## src/rtl/led_scan_ctrl.sv

```systemverilog
// led_scan_ctrl: multiplexed 4-digit BCD display scanner.
// Cycles SHOW (DIV cycles) / GAP (GAP cycles) over four digits, drives a
// shared 7-segment decoder, and optionally suppresses leading zeros.
// Every output is a flop whose next value is derived from next-state values,
// so what is displayed lines up with the state register it belongs to.
module led_scan_ctrl #(
  parameter int DIV = 1000,
  parameter int GAP = 8
) (
  input  logic        clk,
  input  logic        n_rst,
  input  logic [15:0] bcd_data,
  input  logic        load,
  input  logic        run,
  input  logic        lz_en,
  output logic [3:0]  dec_in,
  output logic        dec_n_en,
  output logic [3:0]  dig_n_sel,
  output logic        frame_done
);

  typedef enum logic [1:0] {S_IDLE, S_SHOW, S_GAP} state_t;

  localparam logic [15:0] SHOW_LAST = 16'(DIV - 1);
  localparam logic [15:0] GAP_LAST  = 16'(GAP - 1);

  state_t      state_q, state_d;
  logic [1:0]  idx_q, idx_d;
  logic [15:0] cnt_q, cnt_d;
  logic [15:0] shadow_q, shadow_d;
  logic        shadow_vld_q, shadow_vld_d;
  logic [15:0] active_q, active_d;
  logic [3:0]  dec_in_q, dec_in_d;
  logic        dec_n_en_q, dec_n_en_d;
  logic [3:0]  dig_n_sel_q, dig_n_sel_d;
  logic        frame_done_q, frame_done_d;

  logic [3:0]  nib_zero;   // active_d nibble i is zero
  logic [3:0]  lead_zero;  // digits 3..i of active_d are all zero (never for digit 0)

  // Next state: shadow capture, scan sequencing, frame latch and frame_done.
  always_comb begin
    state_d      = state_q;
    idx_d        = idx_q;
    cnt_d        = cnt_q;
    active_d     = active_q;
    frame_done_d = 1'b0;
    shadow_d     = load ? bcd_data : shadow_q;
    shadow_vld_d = shadow_vld_q | load;
    if (!run) begin
      state_d = S_IDLE;
      idx_d   = 2'd0;
      cnt_d   = 16'd0;
    end else begin
      case (state_q)
        S_IDLE: begin
          if (shadow_vld_q) begin
            state_d  = S_SHOW;
            idx_d    = 2'd0;
            cnt_d    = 16'd0;
            active_d = shadow_q;  // registered shadow, so a same-edge load waits a frame
          end
        end
        S_SHOW: begin
          if (cnt_q == SHOW_LAST) begin
            state_d      = S_GAP;
            cnt_d        = 16'd0;
            frame_done_d = (idx_q == 2'd3);
          end else begin
            cnt_d = cnt_q + 16'd1;
          end
        end
        S_GAP: begin
          if (cnt_q == GAP_LAST) begin
            state_d = S_SHOW;
            cnt_d   = 16'd0;
            idx_d   = idx_q + 2'd1;
            if (idx_q == 2'd3) active_d = shadow_q;
          end else begin
            cnt_d = cnt_q + 16'd1;
          end
        end
        default: state_d = S_IDLE;
      endcase
    end
  end

  // Leading-zero chain walked from the most significant digit downward.
  always_comb begin
    for (int i = 0; i < 4; i++) nib_zero[i] = (active_d[4*i +: 4] == 4'd0);
    lead_zero[3] = nib_zero[3];
    lead_zero[2] = lead_zero[3] & nib_zero[2];
    lead_zero[1] = lead_zero[2] & nib_zero[1];
    lead_zero[0] = 1'b0;
  end

  // Output next values from next state; GAP keeps dec_in, blanks everything else.
  always_comb begin
    dec_in_d    = dec_in_q;
    dec_n_en_d  = 1'b1;
    dig_n_sel_d = 4'b1111;
    case (state_d)
      S_IDLE: dec_in_d = 4'd0;
      S_SHOW: begin
        dec_in_d = active_d[{idx_d, 2'b00} +: 4];
        if (!(lz_en && lead_zero[idx_d])) begin
          dec_n_en_d  = 1'b0;
          dig_n_sel_d = ~(4'b0001 << idx_d);
        end
      end
      default: ;
    endcase
  end

  // State and output registers; reset blanks the display immediately.
  always_ff @(posedge clk or negedge n_rst) begin
    if (!n_rst) begin
      state_q      <= S_IDLE;
      idx_q        <= 2'd0;
      cnt_q        <= 16'd0;
      shadow_q     <= 16'd0;
      shadow_vld_q <= 1'b0;
      active_q     <= 16'd0;
      dec_in_q     <= 4'd0;
      dec_n_en_q   <= 1'b1;
      dig_n_sel_q  <= 4'b1111;
      frame_done_q <= 1'b0;
    end else begin
      state_q      <= state_d;
      idx_q        <= idx_d;
      cnt_q        <= cnt_d;
      shadow_q     <= shadow_d;
      shadow_vld_q <= shadow_vld_d;
      active_q     <= active_d;
      dec_in_q     <= dec_in_d;
      dec_n_en_q   <= dec_n_en_d;
      dig_n_sel_q  <= dig_n_sel_d;
      frame_done_q <= frame_done_d;
    end
  end

  assign dec_in     = dec_in_q;
  assign dec_n_en   = dec_n_en_q;
  assign dig_n_sel  = dig_n_sel_q;
  assign frame_done = frame_done_q;

endmodule

```

## config.mk

```make
export PLATFORM = sky130hd
export DESIGN_NAME = led_scan_ctrl
export DESIGN_NICKNAME = d
export VERILOG_FILES = /design/src/rtl/led_scan_ctrl.sv
export SDC_FILE = /design/constraint.sdc
export NUM_CORES = 1
export LEC_CHECK = 0
export CAP_MARGIN = 5
export CORE_AREA = 5 5 111 113
export DETAILED_ROUTE_END_ITERATION = 8
export DIE_AREA = 0 0 116 118
export PLACE_DENSITY = 0.52
export SETUP_SLACK_MARGIN = 0.4
export SLEW_MARGIN = 20
export SYNTH_ARGS = -nofsm -noshare
export SYNTH_HDL_FRONTEND = slang
export SYNTH_SLANG_ARGS = --single-unit
```

## constraint.sdc

```tcl
create_clock -name clk -period 3.7 [get_ports clk]
set_clock_uncertainty 0.2 [all_clocks]
set_input_delay 0.74 -clock clk [delete_from_list [all_inputs] [get_ports clk]]
set_output_delay 0.74 -clock clk [all_outputs]
set_load 0.005 [all_outputs]
```

* After elaboration in Yosys (flattened, before gate mapping)
Index checks and enable logic that the tools add are counted.
** Storage, ports and cells
- Bits in registers :: 63
- Bits of input ports :: 21
** Cells by class
- Add/subtract/negate cells :: 2
- $lt $le $gt $ge :: 1
- Equal/unequal tests :: 8
- Shifts and indexed selects :: 2
- Multiplexer cells :: 29
- Bitwise operators :: 4
- Reduce and logical (&&, ||, !) cells :: 8
** Operators by type and width (count)
- 16-bit two-way mux :: 8
- 16-bit one-hot mux with 3 select lines :: 1
- 16-bit one-hot mux with 2 select lines :: 1
- 16-bit by 1-bit adder with 16-bit output (second input constant) :: 1
- 16-bit by 10-bit == test with 1-bit output (second input constant) :: 1
- 16-bit by 3-bit == test with 1-bit output (second input constant) :: 1
- 16-bit by 5-bit indexed part select with 4-bit output :: 1
- 2-bit two-way mux :: 7
- 4-bit zero test :: 3
- 4-bit two-way mux :: 2
- 4-bit one-hot mux with 2 select lines :: 1
- 1-bit two-way mux :: 6
- 2-bit one-hot mux with 3 select lines :: 1
- 2-bit by 1-bit == test with 1-bit output (second input constant) :: 2
- 2-bit == test (second input constant) :: 2
- 2-bit zero test :: 2
- 4-bit by 1-bit != test with 1-bit output (second input constant) :: 1
- 4-bit NOT :: 1
- 2-bit one-hot mux with 2 select lines :: 1
- 1-bit by 2-bit left shift with 4-bit output (first input constant) :: 1
- 2-bit by 3-bit less-than comparator with 1-bit output (second input constant) :: 1
- 3-bit != test (second input constant) :: 1
- 2-bit by 1-bit adder with 2-bit output (second input constant) :: 1
- 1-bit AND :: 2
- other kinds (5) :: 5

* Depth between registers and ports, before layout
- Depth after elaboration :: 13
- Gate-level depth with buffers :: 11
- Gate-level depth less buffers :: 9

* Worst setup path before layout
No wires, ideal clock.
- Path type :: flip-flop to flip-flop
- From :: reg state_q[0]
- To :: reg dec_in_q[0], in the netlist dec_in[0]
- Data arrival time :: 2356 ps
- Setup slack :: 1018 ps
- Cell stages (with the launch flop) :: 11
- Path through :: dfrtp_1 inv_1 ha_1 nor4b_1 and4_1 buf_4 a22oi_1 a21bo_2 inv_1 mux2_2 a221o_1
** On the way
- Longest elaborated chain between the ends :: 5
** Ends and longest elaborated chain
- start, declared :: RTL line 27 : state_t state_q, state_d;
- start signal, assigned :: RTL line 129 : state_q <= state_d;
- 2-bit == test / 2-bit zero test (equally long branches) :: RTL line 55 : case (state_q)
- 2-bit one-hot mux with 2 select lines * :: RTL line 55
- 2-bit two-way mux * :: RTL line 50 : if (!run) begin
- named net idx_d[1] :: RTL line 28 : logic [1:0] idx_q, idx_d;
- 16-bit by 5-bit indexed part select with 4-bit output * :: RTL line 105 : dec_in_d = active_d[{idx_d, 2'b00} +: 4];
- 4-bit one-hot mux with 2 select lines * :: RTL line 102 : case (state_d)
- end signal, assigned :: RTL line 135 : dec_in_q <= dec_in_d;
- end, declared :: RTL line 33 : logic [3:0] dec_in_q, dec_in_d;
The timed path passes the listed nets; every way through them passes the cells marked *.
A chain may end at the register's enable or synchronous reset.

* Worst setup path in the final report
- From :: reg state_q[0]
- To :: reg dec_n_en_q, in the netlist dec_n_en
** On the way
- Longest elaborated chain between the ends :: 11
** Ends and longest elaborated chain
- 2-bit == test / 2-bit zero test (equally long branches) :: RTL line 55
- 16-bit one-hot mux with 2 select lines * :: RTL line 55
- 16-bit two-way mux * :: RTL line 50
- named net active_d[13] :: RTL line 32 : logic [15:0] active_q, active_d;
- 4-bit zero test * :: RTL line 90 : for (int i = 0; i < 4; i++) nib_zero[i] = (active_d[4*i +: 4] == 4'd0);
- 1-bit AND :: RTL line 92 : lead_zero[2] = lead_zero[3] & nib_zero[2];
- 1-bit AND :: RTL line 93 : lead_zero[1] = lead_zero[2] & nib_zero[1];
- 1-bit binary-select mux with 2-bit select * :: RTL line 106 : if (!(lz_en && lead_zero[idx_d])) begin
- 1-bit two-way mux (implied by the code) * :: RTL line 106
- 1-bit logical AND * :: RTL line 106
- 1-bit two-way mux * :: RTL line 106
- 1-bit two-way mux * :: RTL line 102
- named net dec_n_en_d :: RTL line 34 : logic dec_n_en_q, dec_n_en_d;
- end signal, assigned :: RTL line 136 : dec_n_en_q <= dec_n_en_d;
- end, declared :: RTL line 34
The timed path passes the listed nets; every way through them passes the cells marked *. The select of a mux whose other input is x is not followed.

==> results.toml <==
[outcome]
status = "complete, no violations"

[clock_network]
clk_path_buf_depth = 2
cts_tree = "built"
cts_root_buf = "clkbuf_16"
path_clk_slew_ns = 0.05
cts_htree_levels = 3
postCtsSetupRepairBufs = 0
ctsHoldBuffers = 0
numCtsBuffers = 9
cts-resized-gates = 0
clkLatencyLatePin_ns = 0.33
clock_sinks = 63

[critical_path]
cp-end-kind = "flop"
critPathArrivalTime_ns = 3.14
worst-path-max-fanout = 13
critPathLaunchType = "flop"
critical_path_class = "flop to flop"
critPathSlowestCell = "or4_4"
r2r_start = "state_q[0]$_DFF_PN0_"
r2r_end = "dec_n_en$_DFF_PN1_"
cp_cell_sequence = "inv_1 -> ha_1 -> nor2b_1 -> nand3b_1 -> a21o_2 -> o21ai_1 -> nand2_1 -> or4_4 -> o31ai_1"
crit_path_max_incr_delay_ns = 0.57
rrSetupSlack_ns = 0.58
ff2ff_path_depth = 9
critPathRequiredTime_ns = 3.73

[power]
combPwrFrac_pct = 15.7
internal_power_mw = 1.42
p_leak_nw = 1.65
power_density_nw_per_um2 = 478
p_sw_uw = 510
p_total_mw = 1.93
pwr-share-clk_pct = 42.2
p_seq_share_pct = 42.1
swShare_pct = 26.5
ir_drop_v = 0.000192

[cells_and_area]
area_growth_pct = 24.0
final_area_um2 = 4030
final_common_cell = "dfrtp_1"
layout-drive-gt1-share_pct = 16.1
antenna_cells = 0
final_cell_mix = "dfrtp_1 (58), nand2_1 (40), clkdlybuf4s50_1 (29)"
final_net_count = 394
finalNonFillerCells = 515

[synthesis]
ys_seq_area_share_pct = 48.7
avgSynthCellArea_um2 = 9.88
synthFlopType = "dfrtp_1"
synth_edf_count = 0
synth_top_family_by_area = "simple AND/OR/NAND/NOR gates"
async_flop_share_pct = 100
synth_xor_area_share_pct = 2.69
syn_inst = 329
yosys.area_share.simple_pct = 19.5
synth.mux.area_fraction_pct = 6.81
syn-num-nets = 356
synth_cell_types = 60
yosysWarnings = 0
ys_ff_latch = 63
synth_compound_area_share_pct = 16.7
synthAdderAreaFrac_pct = 2.31
syn_area_um2 = 3250

[floorplan]
fp.dieArea_um2 = 13700
start_util_pct = 29.0
fp-row-count = 39
die_w_um = 116
io_pins = 31
core_area_um2 = 11200
chipHeight_um = 118

[sta]
fin_setup_tns_ns = 0
period_share_pct = 84.2
worst_slack_ns = 0.584
worstMarginPinSlew_ns = 0.788
layout_min_cycle_time_ns = 3.12
fmax_ghz = 0.321
finalSetupViolCount = 0
final-hold-violation-count = 0
slew_violations = 0
rsz0062_at_grt = "false"
relSlewSlack_pct = 47.3

[detailed_routing]
dr.pass1.iters = 5
drc_errors = 0
drt_wl_total_um = 8000
vias_per_cell = 5.10
drt_iter0_markers = 255
detail_route.wl_per_cell_um = 15.5
vias = 2629
ant_nets = 0

[grt]
grt_use_total_pct = 12.6
antenna_found_initial = 0
grt_overflow = 0
grt_max_degree = 48
grt_pass1_wl_um = 13500
grt_pass1_vias = 2575

[placed_design]
port_buffers = 30
hpwl_um = 5820
placedCellCount = 499
dpl_worst_slack_ns = 0.347
post_dp_cell_area_um2 = 3740
gp_congestion = 0.876

[flow_run]
cap_viol_max_count = 0

[min_path]
hp-class = "input pin to asynchronous set/reset pin"
==> metal layers <==
| layer | global-route usage [%] | up-vias | part of all wire, % |
|---|---|---|---|
| li1 | - | 1264 | - |
| met1 | 18.0 | 1305 | 50 |
| met2 | 17.5 | 53 | 45 |
| met3 | 3.70 | 7 | 4.3 |
| met4 | 5.51 | 0 | 1.2 |
| met5 | 0 | - | 0 |
==> cells in the mapped netlist, types with 2 or more instances <==
cell type | instances | area, µm²
dfrtp_1 | 58 | 1450
nand2_1 | 40 | 150
nor2_1 | 26 | 97.6
a21oi_1 | 22 | 110
o21ai_0 | 22 | 110
mux2_2 | 17 | 191
inv_1 | 14 | 52.6
nand3_1 | 10 | 50.1
clkbuf_1 | 9 | 33.8
nand4_1 | 8 | 50.1
nor3_1 | 7 | 35.0
ha_1 | 6 | 75.1
nand2b_1 | 6 | 37.5
dfstp_2 | 5 | 131
xnor2_1 | 5 | 43.8
xor2_1 | 5 | 43.8
a21o_1 | 4 | 30.0
a31oi_1 | 4 | 25.0
and3_1 | 4 | 25.0
a221o_1 | 3 | 30.0
and4_1 | 3 | 26.3
mux2i_1 | 3 | 30.0
o211ai_1 | 3 | 22.5
o21ai_1 | 3 | 15.0
o31ai_1 | 3 | 22.5
a32oi_1 | 2 | 17.5
nand3b_1 | 2 | 15.0
nor2b_1 | 2 | 12.5
o221ai_1 | 2 | 17.5
==> metrics by stage <==
step | hold WS [ns] | utilization (%)
detailed placement | 0.288 | 33.3
floorplan | 0.244 | -
finish | 0.225 | 35.9
global placement | 0.277 | 33.3
CTS | 0.304 | 35.9
global route | 0.274 | 35.9
==> critical path, delay by kind of cell (launching register included) <==
kind / cells / cell delay, ns
adders and majority gates: 1 / 0.35
buffers and inverters: 1 / 0.10
DFF: 1 / 0.40
and+or+nand+nor: 4 / 1.19
AOI/OAI and AO/OA: 3 / 0.78
==> power by group through the flow <==
stage	clock network (mW)	logic, mW	registers (mW)
2_1_floorplan	0	0.195	0.810
3_3_place_gp	0	0.299	0.822
3_5_place_dp	0	0.302	0.822
4_1_cts	0.839	0.304	0.812
5_1_grt	0.871	0.338	0.821
6_report	0.814	0.302	0.813
==> sequential cells by signal (all words and copies together), names as in the netlist <==
| register | flops |
|---|---|
| shadow_vld_q | 1 |
| state_q | 2 |
| idx_q | 2 |
| shadow_q | 16 |
| cnt_q | 16 |
| frame_done | 1 |
| dig_n_sel | 4 |
| active_q | 16 |
| dec_n_en | 1 |
| dec_in | 4 |
==> worst max path at each step <==
| stage | slack (ns) | cells past startpoint | from | end |
|---|---|---|---|---|
| 2_1_floorplan | 1.02 | 10 | state_q[0]$_DFF_PN0_ | dec_in[0]$_DFFE_PN0P_ |
| 3_3_place_gp | 0.41 | 7 | run | dig_n_sel[1]$_DFF_PN1_ |
| 3_5_place_dp | 0.35 | 8 | run | dig_n_sel[1]$_DFF_PN1_ |
| 4_1_cts | 0.56 | 9 | state_q[0]$_DFF_PN0_ | dec_n_en$_DFF_PN1_ |
| 5_1_grt | 0.44 | 9 | state_q[0]$_DFF_PN0_ | dec_in[3]$_DFFE_PN0P_ |
| 6_report | 0.58 | 9 | state_q[0]$_DFF_PN0_ | dec_n_en$_DFF_PN1_ |
==> kinds of logic (layout without fill, tap and decap cells) <==
kind of cell,after synthesis,after routing
AOI/OAI and AO/OA,83,83
xor gates and xnor gates,10,10
adders and majority gates,6,6
buffers and inverters,26,69
DFF,63,63
muxes,20,20
and+or+nand+nor,121,121
==> cell type report <==
class                      count  area [µm²]
multi-input combinational    240        1560
clock inverter                 6        61.3
inverter                      14        52.6
timing repair buffer          39         365
sequential                    63        1580
tap                          143         179
fill                        1158        7190
clock buffer                  10         229
(Power assumes the default switching activity.)
